==> config.mk <==
export PLATFORM = sky130hd
export DESIGN_NAME = spi_chan_sel_mux
export DESIGN_NICKNAME = d
export VERILOG_FILES = /design/src/rtl/spi_chan_sel_pkg.sv /design/src/rtl/mux_nto1.sv /design/src/rtl/spi_chan_sel_mux.sv
export SDC_FILE = /design/constraint.sdc
export NUM_CORES = 1
export LEC_CHECK = 0
export ABC_AREA = 0
export CORE_MARGIN = 2
export CORE_UTILIZATION = 49
export DETAILED_ROUTE_END_ITERATION = 10
export GPL_TIMING_DRIVEN = 1
export PLACE_DENSITY_LB_ADDON = 0.15
export SLEW_MARGIN = 5
export SYNTH_ARGS = -nofsm -noshare
export SYNTH_HDL_FRONTEND = slang
export SYNTH_SLANG_ARGS = --single-unit
export TNS_END_PERCENT = 1
==> constraint.sdc <==
create_clock -name clk -period 2.1 [get_ports clk]
set_input_delay 0.42 -clock clk [delete_from_list [all_inputs] [get_ports clk]]
set_output_delay 0.42 -clock clk [all_outputs]
set_load 0.01 [all_outputs]
==> src/rtl/spi_chan_sel_pkg.sv <==
// Shared types and constants for the SPI channel selector.
// State encodings, default blanking level and blanking-length bounds.
package spi_chan_sel_pkg;

  typedef enum logic [1:0] {
    ST_IDLE  = 2'd0,
    ST_WAIT  = 2'd1,
    ST_BLANK = 2'd2
  } state_e;

  localparam logic        IDLE_BIT      = 1'b1;
  localparam int unsigned BLANK_CYC_MIN = 1;
  localparam int unsigned BLANK_CYC_MAX = 255;
  localparam int unsigned CNT_W         = 8;

endpackage

==> src/rtl/mux_nto1.sv <==
// Purely combinational N-to-1 lane selector.
// Lane k occupies lanes_i[k*W +: W].
module mux_nto1 #(
  parameter int unsigned N_CH  = 8,
  parameter int unsigned W     = 1,
  parameter int unsigned SEL_W = $clog2(N_CH)
) (
  input  logic [N_CH*W-1:0] lanes_i,
  input  logic [SEL_W-1:0]  sel_i,
  output logic [W-1:0]      lane_o
);

  assign lane_o = lanes_i[int'(sel_i) * W +: W];

endmodule

==> src/rtl/spi_chan_sel_mux.sv <==
// Handshaked N-to-1 channel selector; switches only when the frame is idle, then blanks.
// Optional SPI_CHAN_SEL_OUT_REG_EN registers the out port (one extra cycle of latency).
module spi_chan_sel_mux
  import spi_chan_sel_pkg::*;
#(
  parameter int unsigned   N_CH      = 8,
  parameter int unsigned   W         = 1,
  parameter int unsigned   BLANK_CYC = 2,
  parameter logic [W-1:0]  IDLE_VAL  = {W{IDLE_BIT}},
  localparam int unsigned  SEL_W     = $clog2(N_CH)
) (
  input  logic              clk,
  input  logic              rst,
  input  logic [N_CH*W-1:0] in,
  input  logic              busy,
  input  logic [SEL_W-1:0]  sel_data,
  input  logic              sel_valid,
  output logic              sel_ready,
  output logic [SEL_W-1:0]  cur_sel,
  output logic              switching,
  output logic              sel_err,
  output logic [W-1:0]      out
);

  if (BLANK_CYC < BLANK_CYC_MIN || BLANK_CYC > BLANK_CYC_MAX) begin : g_bad_blank
    $error("BLANK_CYC out of range");
  end

  state_e           state_q;
  logic [SEL_W-1:0] cur_sel_q;
  logic [SEL_W-1:0] pending_q;
  logic [CNT_W-1:0] cnt_q;
  logic             sel_err_q;
  logic             sel_oob;
  logic [W-1:0]     lane;
  logic [W-1:0]     out_comb;

  // Only reachable when N_CH is not a power of two.
  assign sel_oob = {1'b0, sel_data} >= (SEL_W + 1)'(N_CH);

  always_ff @(posedge clk) begin
    if (rst) begin
      state_q   <= ST_IDLE;
      cur_sel_q <= '0;
      pending_q <= '0;
      cnt_q     <= '0;
      sel_err_q <= 1'b0;
    end else begin
      sel_err_q <= 1'b0;
      case (state_q)
        ST_IDLE: begin
          if (sel_valid) begin
            if (sel_oob) begin
              sel_err_q <= 1'b1;
            end else if (sel_data != cur_sel_q) begin
              pending_q <= sel_data;
              if (busy) begin
                state_q <= ST_WAIT;
              end else begin
                state_q   <= ST_BLANK;
                cur_sel_q <= sel_data;
                cnt_q     <= CNT_W'(BLANK_CYC - 1);
              end
            end
          end
        end
        ST_WAIT: begin
          if (!busy) begin
            state_q   <= ST_BLANK;
            cur_sel_q <= pending_q;
            cnt_q     <= CNT_W'(BLANK_CYC - 1);
          end
        end
        ST_BLANK: begin
          if (cnt_q == '0) begin
            state_q <= ST_IDLE;
          end else begin
            cnt_q <= cnt_q - 1'b1;
          end
        end
        default: state_q <= ST_IDLE;
      endcase
    end
  end

  assign sel_ready = (state_q == ST_IDLE);
  assign switching = (state_q != ST_IDLE);
  assign cur_sel   = cur_sel_q;
  assign sel_err   = sel_err_q;

  mux_nto1 #(
    .N_CH (N_CH),
    .W    (W),
    .SEL_W(SEL_W)
  ) u_mux (
    .lanes_i(in),
    .sel_i  (cur_sel_q),
    .lane_o (lane)
  );

  // Reset also blanks so the line idles before the first clock edge has been seen.
  assign out_comb = (rst || state_q == ST_BLANK) ? IDLE_VAL : lane;

`ifdef SPI_CHAN_SEL_OUT_REG_EN
  logic [W-1:0] out_q;

  always_ff @(posedge clk) begin
    if (rst) begin
      out_q <= IDLE_VAL;
    end else begin
      out_q <= out_comb;
    end
  end

  assign out = out_q;
`else
  assign out = out_comb;
`endif

endmodule
=== Word level (Yosys, flattened, before mapping) ===
Cells that the tools add are included.

* Register bits after elaboration: 16
* Logic and storage cells: 42
* Input bits: 15
* Output and inout port bits: 7

* Reduce and logical (&&, ||, !) cells: 10
* Add/subtract/negate cells: 1
* Multiplexer cells: 17
* Equality and inequality tests: 9
* Shift operators: 1

{| class="wikitable"
|+ Operators with widths
! kind !! count
|-
| $mux W8 || 4
|-
| $pmux W8 S3 || 1
|-
| $mux W3 || 4
|-
| $mux W2 || 5
|-
| $ne A2 B2 Y1 const B || 5
|-
| $logic_not A8 Y1 || 1
|-
| $reduce_and A4 Y1 || 2
|-
| $shiftx A8 B4 Y1 || 1
|-
| $sub A8 B1 Y8 const B || 1
|-
| $pmux W2 S3 || 1
|-
| $pmux W3 S2 || 1
|-
| $reduce_and A5 Y1 || 1
|-
| $reduce_bool A2 Y1 || 2
|-
| $ne A3 B3 Y1 || 1
|-
| $reduce_and A3 Y1 || 1
|-
| $reduce_bool A3 Y1 || 1
|-
| $eq A2 B1 Y1 const B || 1
|-
| $eq A2 B2 Y1 const B || 1
|-
| $logic_not A2 Y1 || 1
|-
| $ne A2 B1 Y1 const B || 1
|-
| $logic_or A1 B1 Y1 || 1
|-
| $mux W1 || 1
|}

=== Logic depth before layout (Yosys ltp) ===
Gate-level depths: netlist of run 1.

* Depth in word-level cells: 4
* Depth in mapped cells: 6
* Gate-level depth less buffers: 6

=== Hierarchy ===
Synthesis of run 1 repeated with hierarchy kept, for this count alone.

* Cells, all modules: 107
* Area total of the unflattened synthesis: 1047.3 µm²

{| class="wikitable"
|+ Modules (own cells, without submodules)
! module !! area each (µm²) !! times used !! cells each
|-
| spi_chan_sel_mux || 983.4 || 1 || 104
|-
| mux_nto1 || 63.8 || 1 || 3
|}

=== Worst setup path before layout of run 1 ===
OpenSTA, ideal clock, no wires.

* Path kind: register to output
* Start: register cur_sel_q[0] (netlist: cur_sel[0])
* End: output port out
* Setup slack: 0.439 ns
* Path buffers: 0
* Data required time: 1.680 ns
* Arrival: 1.241 ns
* Stages on the path, launching flop included: 4
* Cell sequence: dfxtp_1 > mux4_2 > mux2i_1 > nand2_1

* Cells in the longest elaborated chain, start to end: 2

{| class="wikitable"
|+ Ends and longest elaborated chain
! item !! line !! RTL
|-
| from (decl) || spi_chan_sel_mux.sv:30 || <nowiki>logic [SEL_W-1:0] cur_sel_q;</nowiki>
|-
| from (signal assigned) || spi_chan_sel_mux.sv:61 || <nowiki>cur_sel_q <= sel_data;</nowiki>
|-
| from (signal assigned) || spi_chan_sel_mux.sv:70 || <nowiki>cur_sel_q <= pending_q;</nowiki>
|-
| $shiftx A8 B4 Y1 || mux_nto1.sv:13 || <nowiki>assign lane_o = lanes_i[int'(sel_i) * W +: W];</nowiki>
|-
| $mux W1 || spi_chan_sel_mux.sv:102 || <nowiki>assign out_comb = (rst || state_q == ST_BLANK) ? IDLE_VAL : lane;</nowiki>
|-
| to (decl) || spi_chan_sel_mux.sv:22 || <nowiki>output logic [W-1:0] out</nowiki>
|}

Every way passes these cells.

=== Worst setup path after layout of run 1 ===
* Start: input port in[6]
* End: output port out

* Cells in the longest elaborated chain, start to end: 2

{| class="wikitable"
|+ Ends and longest elaborated chain
! item !! line !! RTL
|-
| from (decl) || spi_chan_sel_mux.sv:14 || <nowiki>input logic [N_CH*W-1:0] in,</nowiki>
|-
| $shiftx A8 B4 Y1 || mux_nto1.sv:13 ||
|-
| $mux W1 || spi_chan_sel_mux.sv:102 ||
|}

Every way passes these cells.

==> run metrics, run 1 <==
run status complete, no violations; post-cts hold buffer count 0; sequential area share after synthesis 31.9%; DRC viols 0; hold path cells 2; synth warn 0; worst min-delay path startpoint pending_q[0]; Post-CTS Setup Bufs 0; ys flop type dfxtp_1; CTS Root Cell clkbuf_4; CTS Buf Count 3; cell depth of the worst flop-to-flop path 7; worst endpoint required time 1680 ps; reg2reg setup slack 250 ps; Seq pwr share 42.1%; Tmin final 2010 ps; vias per inst 5.54; fraction of layout cells with a size suffix above 1 17.0%; Detail Placement HPWL 1.71 mm; post-synth net total 124; worst hold path type flip-flop to flip-flop; terminus of the critical flop-to-flop path cnt_q[5]; DIE WIDTH 49.3 um; Commonest cells post-synth dfxtp_1 (16), nor2_1 (12), a21oi_1 (10); Final ANT Viol Nets 0; Clk Latency, worst-skew pair 280 ps; largest net degree at the start of global routing 20; initial antenna violation count 0; setup slack after layout 90.2 ps; DRT Pass-1 Iters 6; final hold viol count 0; Setup violations, final 0; clock-pin slew on the worst setup and hold paths 90 ps; first-pass GRT wire length 3.89 mm; Top Ports 22; global route overflow 0; CTS tree built; Die Span Y 49.3 um; area share of the largest cell type after synthesis 31.9%; synth top area cells dfxtp_1 (32%), mux2i_1 (7.0%), a21oi_1 (5.0%); final period utilization 95.7%; Gate power share 39.3%; Psw 0.000275 W; pwr/cell area 642 nW/um2; Final Util 67.7%; asr flop ratio synth 0%; reg2reg start cnt_q[0]; Clock Skew 2.05 ps; Post-Syn Area 1000 um2; Pins Over Slew Limit 0; largest area contributor in the synthesized netlist dfxtp_1; port buffer count 20; H-tree depth 1; CP Class input port to primary output; antenna cells 0; cell with the most instances after synthesis dfxtp_1; cell internal pwr 0.000569 W; Clock Sinks 16; Bufs on Longest Clock Path 2; routed wl met3 75 um; WL/cell 14.2 um; setup slack after placement -279 ps; WL met1 1.05 mm; startpoint types input port; Netlist cell types 36; Yosys reg bits 16; Peak supply drop 0.463 mV; GPL Wtd Cong 0.748; RSZ-0062 raised after global routing false; starting DRC count in detailed routing 27; Max Fclk 0.498 GHz; area delta synth->final 30.9%; Clk pwr share 18.5%; Critical Path, Cell by Cell clkdlybuf4s50_1 -> mux4_2 -> mux2i_1 -> nand2_1 -> buf_2; cell row count 16; Max FO, Critical Path 1; met2 WL 1.16 mm; slowest CP cell mux4_2; Post-synth EDFFs 0; fill cell count 172; number of global-route vias before repair 852; fin nets 154; Min Hold Slack 503 ps; via count 898; synthesized instance count 107; Initial Utilization 51.7%; hold worst-path end pending_q[0]; Highest Signal Layer met4; CP peak stage delay 450 ps; core area 1940 um2; syn avg cell area 9.38 um2; switching part of the total 32.6%; Critical Path AT 1590 ps; total track usage 20.5%; drt total wl 2.31 mm; max_cap viols 0; Leak 0.516 nW; die area 2430 um2; Worst setup EP type primary output
==> power by group through the flow <==
stage               Combinational, W  Sequential, W  Clock [W]
finish                      0.000332       0.000356   0.000156
global route                0.000364       0.000360   0.000180
CTS                         0.000332       0.000356   0.000164
detailed placement          0.000331       0.000363          0
global placement            0.000325       0.000361          0
floorplan                   0.000208       0.000357          0
==> per-stage QoR <==
step | area, um2 | total power [W] | setup TNS, ps | cells
floorplan | 1000 | 0.000566 | 0 | 107
global placement | 1290 | 0.000686 | -259 | 159
detailed placement | 1290 | 0.000694 | -279 | 159
CTS | 1310 | 0.000851 | 0 | 162
global route | 1310 | 0.000904 | 0 | 162
finish | 1310 | 0.000844 | 0 | 162
==> worst max-delay path by stage <==
stage          startpoint   to  slack [ps]
6_report            in[6]  out          90
5_1_grt             in[2]  out           2
4_1_cts             in[7]  out          60
3_5_place_dp        in[7]  out        -280
3_3_place_gp        in[7]  out        -260
2_1_floorplan  cur_sel[0]  out         440
==> logic make-up after synthesis <==
| group | Yosys count | share of synthesized area, % |
|---|---|---|
| AO/OA/AOI/OAI | 32 | 25.6 |
| XOR/XNOR | 3 | 4.11 |
| adder cells (fa/ha/maj) | 2 | 2.49 |
| buffers and inverters | 9 | 3.86 |
| flip-flops | 16 | 31.9 |
| multiplexers | 10 | 13.0 |
| other | 1 | 0.374 |
| AND/OR/NAND/NOR | 34 | 18.7 |
==> cell usage in the layout, fill, tap and decap left out, types with 2 or more instances in the layout <==
cell,count
buf_4,10
a311oi_1,3
a211oi_1,4
and3_1,2
o211ai_1,3
clkdlybuf4s50_1,16
nor3_1,2
a21oi_1,10
nor2_1,12
mux4_2,2
o21a_1,3
o31a_1,2
nand2b_1,4
ha_1,2
clkbuf_4,3
nand2_1,5
dlymetal6s2s_1,3
xor2_2,2
dfxtp_1,16
inv_1,4
nor2b_1,4
mux2i_1,7
==> flip-flops by register name (all words and copies together) (netlist names) <==
signal / count
cnt_q: 8
cur_sel: 3
pending_q: 3
state_q: 2
==> what timing repair did <==
action	4_1_cts	5_1_grt
setup endpoints to repair	1	1
hold endpoints to repair	0	0
resized for setup	4	3
==> area by class of cell <==
type	count	area (um2)	area share, %
clock buffer	3	22.5	1.71
sequential	16	320	24.4
timing repair buffer	30	278	21.1
multi-input combinational	82	644	49.0
inverter	4	15.0	1.14
tap	27	33.8	2.57
==> critical path, delay by kind of cell <==
kind                   cells  cell delay [ps]
AND/OR/NAND/NOR            1               60
multiplexers               2              590
buffers and inverters      2              520
==> per-layer routing <==
metal / GRT usage (%) / vias up
met5: 0 / -
met4: 5.71 / 0
met3: 3.68 / 4
met2: 34.7 / 15
met1: 26.5 / 426
li1: - / 453
Note: power is estimated with default switching activity, not from simulation.
==> run 2, diff against run 1 <==
- SLEW_MARGIN: 5 -> default
==> results of run 2 <==
Final layout, timing and power as in run 1 (identical DEF).
==> run 3, diff against run 2 <==
- CAP_MARGIN: default -> 20
- CORE_UTILIZATION: 49 -> 25
==> run 3 against run 2 <==
Against the previous run:
- clock skew rose by 1.0 ps
- critical endpoint unchanged
- power rose by 17%
- fmax fell by 1.1%
- worst setup slack got worse by 23 ps
- clock power rose by 79%
- sequential share of layout area fell by 1.9 points
- worst hold slack improved by 4.5 ps
- clock-buffer cell count rose by 1
==> run metrics, run 3 (synthesized netlist as in run 1, its figures left out) <==
fill cell count 388; die area 4540 um2; DRT Pass-1 Iters 3; Psw 0.000301 W; fraction of layout cells with a size suffix above 1 22.2%; post-route insts no fill 194; Largest register FFs 8; total negative slack for setup checks 0 ps; most common cell after layout, fill and taps aside clkdlybuf4s50_1; global route overflow 0; Seq pwr share 36.1%; clock-pin slew on the worst setup and hold paths 70 ps; RSZ-0062 raised after global routing false; fin nets 162; CP bufs+invs 2; Leak 0.542 nW; Initial Utilization 25.5%; vias per inst 4.77; Pins Over Slew Limit 0; core area 3940 um2; Placed Instance Area 1380 um2; GPL Wtd Cong 0.704; drt total wl 2.52 mm; via count 925; CP top delay family multiplexers; Critical Path, Cell by Cell clkdlybuf4s50_1 -> mux4_2 -> mux2i_1 -> nand2_1 -> buf_2; CP peak stage delay 460 ps; cell internal pwr 0.000687 W; final period utilization 96.8%; commonest cells after routing, fill and taps aside clkdlybuf4s50_1 (19), buf_4 (18), dfxtp_1 (16); CTS Root Cell clkbuf_8; Clk pwr share 28.2%; Clock Skew 3.07 ps; antenna cells 0; Most flops, register cnt_q; Detail Placement HPWL 1.95 mm; DIE WIDTH 67.4 um; Bufs on Longest Clock Path 2; initial antenna violation count 0; H-tree depth 1; Worst setup EP type primary output; Setup violations, final 0; starting DRC count in detailed routing 14; worst endpoint required time 1680 ps; overall power 0.000988 W; Tmin final 2030 ps; CTS Buf Count 3; total track usage 11.8%; run status complete, no violations; max_cap viols 0; cell row count 23; largest net degree at the start of global routing 20; Peak supply drop 0.218 mV; Final ANT Viol Nets 0; Critical Path AT 1610 ps; Gate power share 35.7%; pwr/cell area 692 nW/um2; startpoint types input port; Die Span Y 67.4 um; Clock Sinks 16; first-pass GRT wire length 4.07 mm; slowest CP cell mux4_2; Top Ports 22; number of global-route vias before repair 922; final hold viol count 0; Max FO, Critical Path 1; DRC viols 0; CTS tree built; Clk Latency, worst-skew pair 250 ps; worst hold path type flip-flop to flip-flop; WL/cell 13.0 um; switching part of the total 30.4%; Post-CTS Setup Bufs 0; port buffer count 20; Placed Instances 190; CP Class input port to primary output; Max Fclk 0.492 GHz; design area 1430 um2; area delta synth->final 42.3%
-- run 3: changes by cell type in the layout (fill, tap and decap cells not counted), sizes merged --
cell / before / now
dlymetal6s2s: 3 / 0
buf: 11 / 19
clkbuf: 3 / 4
clkdlybuf4s50: 16 / 19
-- run 3: final timing paths --
path                     start      endpoint  depth (start not counted)  slack (ps)
hold / removal    pending_q[0]  pending_q[0]                          2         510
setup / recovery         in[7]           out                          5          70
setup reg to reg      cnt_q[0]      cnt_q[6]                          7         220
hold reg to reg   pending_q[0]  pending_q[0]                          2         510
-- run 3: worst register-to-register path, stage by stage (launching register included) --
cell and delay [ps]:
dfxtp_1 350, inv_1 90, ha_1 160, nor4b_4 360
and3_1 320, o32ai_4 150, buf_4 180, a211oi_1 190
-- run 3: cell type report --
type / instances / area (um2) / area share [%]
Clock buffer: 4 / 55.1 / 3.86
Inverter: 4 / 15.0 / 1.05
Multi-Input combinational cell: 82 / 644 / 45.1
Sequential cell: 16 / 320 / 22.4
Tap cell: 50 / 62.6 / 4.38
Timing Repair Buffer: 38 / 330 / 23.1
-- run 3: per-stage QoR --
stage | utilization, % | hold WS (ps) | setup WS [ps]
final | 36.2 | 507 | 67.7
after global routing | 36.2 | 533 | 19.0
after CTS | 36.2 | 511 | 48.5
after detailed placement | 34.9 | 494 | -288
after global placement | 34.9 | 479 | -277
after floorplan | - | 463 | 439
-- run 3: layer usage --
metal  vias up  track usage, %  part of all wire, %
met5         -               0                    0
met4         0            3.83                  1.1
met3         2            2.33                  3.5
met2        15            18.9                   46
met1       439            16.0                   49
li1        469               -                    -
-- run 3: repair_timing --
| action | CTS | global route |
|---|---|---|
| resized for setup | 4 | 0 |
| setup endpoints to repair | 1 | 0 |
| hold buffers | 0 | 0 |
-- run 3: power by group through the flow --
stage                     sequential (W)  combinational [W]  clock, W
after floorplan                 0.000357           0.000208         0
after global placement          0.000364           0.000352         0
final                           0.000356           0.000353  0.000279
after detailed placement        0.000364           0.000357         0
after CTS                       0.000357           0.000357  0.000289
after global routing            0.000361           0.000391  0.000295
